**src/rtl/scan_led_driver.sv**
```systemverilog
// Time-multiplexed seven-segment driver: one digit per slot with leading blanking,
// double-buffered digit bank that only swaps at frame boundaries.
module scan_led_driver #(
  parameter int NUM_DIGITS   = 4,
  parameter int SLOT_CYCLES  = 50000,
  parameter int BLANK_CYCLES = 4,
  parameter int ADDR_W       = 2
) (
  input  logic                  clk,
  input  logic                  reset,
  input  logic                  wr_en,
  input  logic [ADDR_W-1:0]     wr_addr,
  input  logic [4:0]            wr_data,
  input  logic                  commit,
  output logic [NUM_DIGITS-1:0] an,
  output logic [6:0]            seg,
  output logic                  dp,
  output logic                  frame_sync,
  output logic                  update_done
);

  localparam int CNT_W = $clog2(SLOT_CYCLES);
  localparam int DIG_W = (NUM_DIGITS > 1) ? $clog2(NUM_DIGITS) : 1;
  localparam logic [CNT_W-1:0] LAST_CNT  = CNT_W'(SLOT_CYCLES - 1);
  localparam logic [CNT_W-1:0] BLANK_END = CNT_W'(BLANK_CYCLES);
  localparam logic [DIG_W-1:0] LAST_DIG  = DIG_W'(NUM_DIGITS - 1);

  typedef enum logic {S_BLANK, S_DRIVE} slot_state_e;

  slot_state_e      state, state_d;
  logic [CNT_W-1:0] slot_cnt, cnt_d;
  logic [DIG_W-1:0] digit, digit_d;
  logic             pending;
  logic [4:0]       shadow [NUM_DIGITS];
  logic [4:0]       active [NUM_DIGITS];

  logic                  boundary, load;
  logic [4:0]            cur;
  logic [NUM_DIGITS-1:0] an_d;
  logic [6:0]            seg_d;
  logic                  dp_d;

  function automatic logic [6:0] glyph(input logic [3:0] v);
    unique case (v)
      4'h0: glyph = 7'b0000001;
      4'h1: glyph = 7'b1001111;
      4'h2: glyph = 7'b0010010;
      4'h3: glyph = 7'b0000110;
      4'h4: glyph = 7'b1001100;
      4'h5: glyph = 7'b0100100;
      4'h6: glyph = 7'b0100000;
      4'h7: glyph = 7'b0001111;
      4'h8: glyph = 7'b0000000;
      4'h9: glyph = 7'b0000100;
      4'hA: glyph = 7'b0001000;
      4'hB: glyph = 7'b1100000;
      4'hC: glyph = 7'b0110001;
      4'hD: glyph = 7'b1000010;
      4'hE: glyph = 7'b0110000;
      4'hF: glyph = 7'b0111000;
    endcase
  endfunction

  assign boundary = (slot_cnt == LAST_CNT) && (digit == LAST_DIG);
  // A commit arriving in the boundary cycle itself is honoured immediately.
  assign load     = boundary && (pending || commit);

  // NOTE: every signal assigned in always_comb gets a default first so no latch is inferred.
  always_comb begin
    cnt_d   = slot_cnt + 1'b1;
    digit_d = digit;
    if (slot_cnt == LAST_CNT) begin
      cnt_d   = '0;
      digit_d = (digit == LAST_DIG) ? '0 : digit + 1'b1;
    end
    state_d = (cnt_d < BLANK_END) ? S_BLANK : S_DRIVE;

    cur   = '0;
    an_d  = '1;
    seg_d = 7'b1111111;
    dp_d  = 1'b1;
    for (int i = 0; i < NUM_DIGITS; i++) begin
      if (digit == DIG_W'(i)) cur = active[i];
    end
    if (state == S_DRIVE) begin
      for (int i = 0; i < NUM_DIGITS; i++) an_d[i] = (digit != DIG_W'(i));
      seg_d = glyph(cur[3:0]);
      dp_d  = ~cur[4];
    end
  end

  // NOTE: sequential state uses non-blocking assignments so all registers see pre-edge values.
  always_ff @(posedge clk or posedge reset) begin
    if (reset) begin
      slot_cnt <= '0;
      digit    <= '0;
      state    <= S_BLANK;
      pending  <= 1'b0;
    end else begin
      slot_cnt <= cnt_d;
      digit    <= digit_d;
      state    <= state_d;
      pending  <= boundary ? 1'b0 : (pending | commit);
    end
  end

  // NOTE: the digit banks are small register arrays and must read as zero after reset, so they are reset.
  always_ff @(posedge clk or posedge reset) begin
    if (reset) begin
      for (int i = 0; i < NUM_DIGITS; i++) begin
        shadow[i] <= '0;
        active[i] <= '0;
      end
    end else begin
      // The copy samples pre-edge shadow, so a same-cycle write lands in shadow only.
      for (int i = 0; i < NUM_DIGITS; i++) begin
        if (load) active[i] <= shadow[i];
        if (wr_en && (wr_addr == ADDR_W'(i))) shadow[i] <= wr_data;
      end
    end
  end

  always_ff @(posedge clk or posedge reset) begin
    if (reset) begin
      an          <= '1;
      seg         <= 7'b1111111;
      dp          <= 1'b1;
      frame_sync  <= 1'b0;
      update_done <= 1'b0;
    end else begin
      an          <= an_d;
      seg         <= seg_d;
      dp          <= dp_d;
      frame_sync  <= (slot_cnt == '0) && (digit == '0);
      update_done <= load;
    end
  end

endmodule

```
**config.mk**
```make
export PLATFORM = sky130hd
export DESIGN_NAME = scan_led_driver
export DESIGN_NICKNAME = d
export VERILOG_FILES = /design/src/rtl/scan_led_driver.sv
export SDC_FILE = /design/constraint.sdc
export NUM_CORES = 1
export LEC_CHECK = 0
export ABC_CLOCK_PERIOD_IN_PS = 7300
export CAP_MARGIN = 15
export CORE_MARGIN = 8
export CORE_UTILIZATION = 45
export DETAILED_ROUTE_END_ITERATION = 12
export MAX_ROUTING_LAYER = met4
export PLACE_DENSITY = 0.67
export SLEW_MARGIN = 10
export SYNTH_ARGS = -nofsm -noshare
export SYNTH_HDL_FRONTEND = slang
export SYNTH_SLANG_ARGS = --single-unit
```
**constraint.sdc**
```tcl
create_clock -name clk -period 7.3 [get_ports clk]
set_input_delay 1.46 -clock clk [delete_from_list [all_inputs] [get_ports clk]]
set_output_delay 1.46 -clock clk [all_outputs]
set_load 0.05 [all_outputs]
```
==> impl_metrics.yaml <==
yosys:
  seq_area_frac_synth_pct: 51.1
  synth_top_area_share_pct: 42.5
  netlist_top_cells_area: "dfrtp_1, dfstp_2, mux2_4, mux2_2, ha_1"
  syn_nets: 328
  ys_warn_count: 0
  synth_area_um2: 3650
  yosysTopAreaCell: "dfrtp_1"
  synth-seq-cells: 74
  synth_flop_cell: "dfrtp_1"
  syn_inst: 305
  synthDistinctLibCells: 54
  synthArstFlopShare_pct: 100
  avgSynthCellArea_um2: 12.0
  synth_edf_count: 0
worst_setup_path:
  crit_arrival_ns: 1.68
  start_kind: "flop"
  worst_r2r_startpoint: "digit[0]"
  crit_slowest_cell: "clkdlybuf4s50_1"
  crit_fanout: 1
  cp_slowest_stage_delay_ns: 0.81
  reg2reg_depth: 9
  critical_path_class: "reg -> out"
  rrSetupSlack_ns: 4.43
  path_depth: 1
  path_cells: "clkdlybuf4s50_1"
  path_delay_family: "buffers and inverters"
  critPathLaunch: "seg[6]"
  r2r-end: "seg[3]"
  cp-end-kind: "output pin"
  required_ns: 5.84
  critPathBufInv: 1
floorplanning:
  io_pins: 25
  start_util_pct: 45.4
  die_area_um2: 11300
  core_area_um2: 8050
  num_rows: 33
  die_y_um: 106
  dieWidth_um: 106
power:
  power_mw: 0.850
  p_per_area_nw_per_um2: 203
  ir_drop_mv: 0.208
  power_leakage_nw: 1.89
clock_tree:
  cts.sinks: 74
  post_cts_buffers: 0
  htreeDepth: 3
  cts-root-buf: "clkbuf_8"
  cts_resized: 0
  cts_tree: "yes"
  cts_buffers: 9
  clkTransAtPathRegs_ns: 0.08
  clk_path_buf_depth: 2
  clk_latency_ns: 0.35
  hold_buffers: 0
grt:
  grt-busiest-layer: "met2"
  grt_use_met2_pct: 18.6
  grt_use_met3_pct: 3.69
  met1_usage_pct: 18.0
  grt_antenna_before_repair: 0
  grt_max_degree: 75
  grt_overflow: 0
  grt_pass1_wl_mm: 11.6
  grt_pass1_vias: 2314
  grtUsageTotal_pct: 13.2
min_path:
  holdPathStages: 1
  hold_start: "shadow[18]"
  hold_class: "reg -> reg"
  holdPathEnd: "active[18]"
layout:
  drive_above_1_share_pct: 23.7
  final_nets: 347
  fin_util_pct: 52.0
  area_growth_pct: 14.6
  fill_cells: 694
  design_area_um2: 4180
  num_antenna_cells: 0
timing:
  rsz0062_at_grt: "no"
  clock_skew_ns: 0.0140
  postLayoutSetupSlackWorst_ns: 4.16
  slew_headroom_pct: 30.4
  fmax_mhz: 318
  drv_slew: 0
  finalCritPeriodShare_pct: 43.1
  period_needed_ns: 3.14
  hold_viol_final: 0
  fin_setup_tns_ns: 0
  finalSetupViolations: 0
  tightestPinTransition_ns: 1.04
place:
  hpwlAfterDp_mm: 4.74
  placed_area_um2: 3950
  port-buffer-count: 24
  pre_cts_slack_ns: 3.96
  gp_congestion: 0.915
drt:
  drt_iter0_drc: 159
  drtPass1Iterations: 4
  wire_per_inst_um: 15.8
  vias: 2321
  wl_mm: 6.86
  drtAntennaViolNets: 0
  drcViolationCount: 0
  vias_per_cell: 5.35
status:
  status: "completed"
job:
  maxCapViolCount: 0
[cell usage in the layout (no fill, tap or decap), types with 6 or more instances in the layout]
cell / n
a21oi_1: 11
clkdlybuf4s50_1: 24
clkbuf_8: 11
xor2_1: 6
nor2_1: 17
inv_1: 14
xnor2_1: 9
nand3_1: 10
dfrtp_1: 62
o21ai_0: 8
ha_1: 12
nand2_1: 21
dfstp_2: 12
mux2_4: 20
mux2_2: 22
[how the worst max path moves through the flow]
| stage | endpoint |
|---|---|
| 2_1_floorplan | active[0] |
| 3_5_place_dp | active[4] |
| 3_3_place_gp | active[4] |
| 6_report | seg[6] |
| 4_1_cts | an[3] |
| 5_1_grt | seg[3] |
[state kept, by name, indices dropped and copies added, names as in the netlist]
signal       cells
active          20
shadow          20
slot_cnt        16
seg              7
an               4
digit            2
dp               1
frame_sync       1
pending          1
state            1
update_done      1
[kinds of logic after synthesis]
| group | count (synthesis) | share of synthesized area [%] |
|---|---|---|
| AOI/OAI and AO/OA | 39 | 7.06 |
| xor gates and xnor gates | 15 | 3.60 |
| adders and majority gates | 12 | 4.11 |
| buffers and inverters | 32 | 3.84 |
| DFF | 74 | 51.1 |
| muxes | 48 | 17.0 |
| and+or+nand+nor | 85 | 13.3 |
[final cells by class]
type / instances / area (um2) / share of cell area (%)
sequential: 74 / 1870 / 44.6
multi-input combinational: 199 / 1650 / 39.3
timing repair buffer: 25 / 248 / 5.92
clock buffer: 11 / 151 / 3.62
tap: 105 / 131 / 3.14
clock inverter: 5 / 85.1 / 2.03
inverter: 15 / 56.3 / 1.35
[layer usage]
layer  vias to the layer above  routed length [um]
met4                         0                  59
met2                        49                3050
li1                       1116                   -
met3                         5                 274
met5                         -                   0
met1                      1151                3480
[power breakdown]
group          switching, mW  internal [mW]
logic                 0.0159         0.0226
clock network          0.154          0.213
registers             0.0136          0.431
total                  0.184          0.667
[stage by stage]
stage               hold slack, ns  cells
finish                       0.511    434
global route                 0.525    434
CTS                          0.515    434
detailed placement           0.491    418
global placement             0.489    418
floorplan                    0.399    305
[synthesized netlist by cell type, types with 3 or more instances]
library cell and n:
mux2i_1 4, o211ai_1 3, xnor2_1 9, a21oi_1 11
clkbuf_1 11, mux2_4 20, nand2_1 21, ha_1 12
buf_2 4, nand3b_1 4, nand3_1 10, dfstp_2 12
nand4_1 5, a22oi_1 4, nor4_1 4, mux2_2 22
o21ai_0 8, dfrtp_1 62, inv_1 15, nor2_1 17
xor2_1 6, and4_1 3
(Power assumes the default switching activity.)
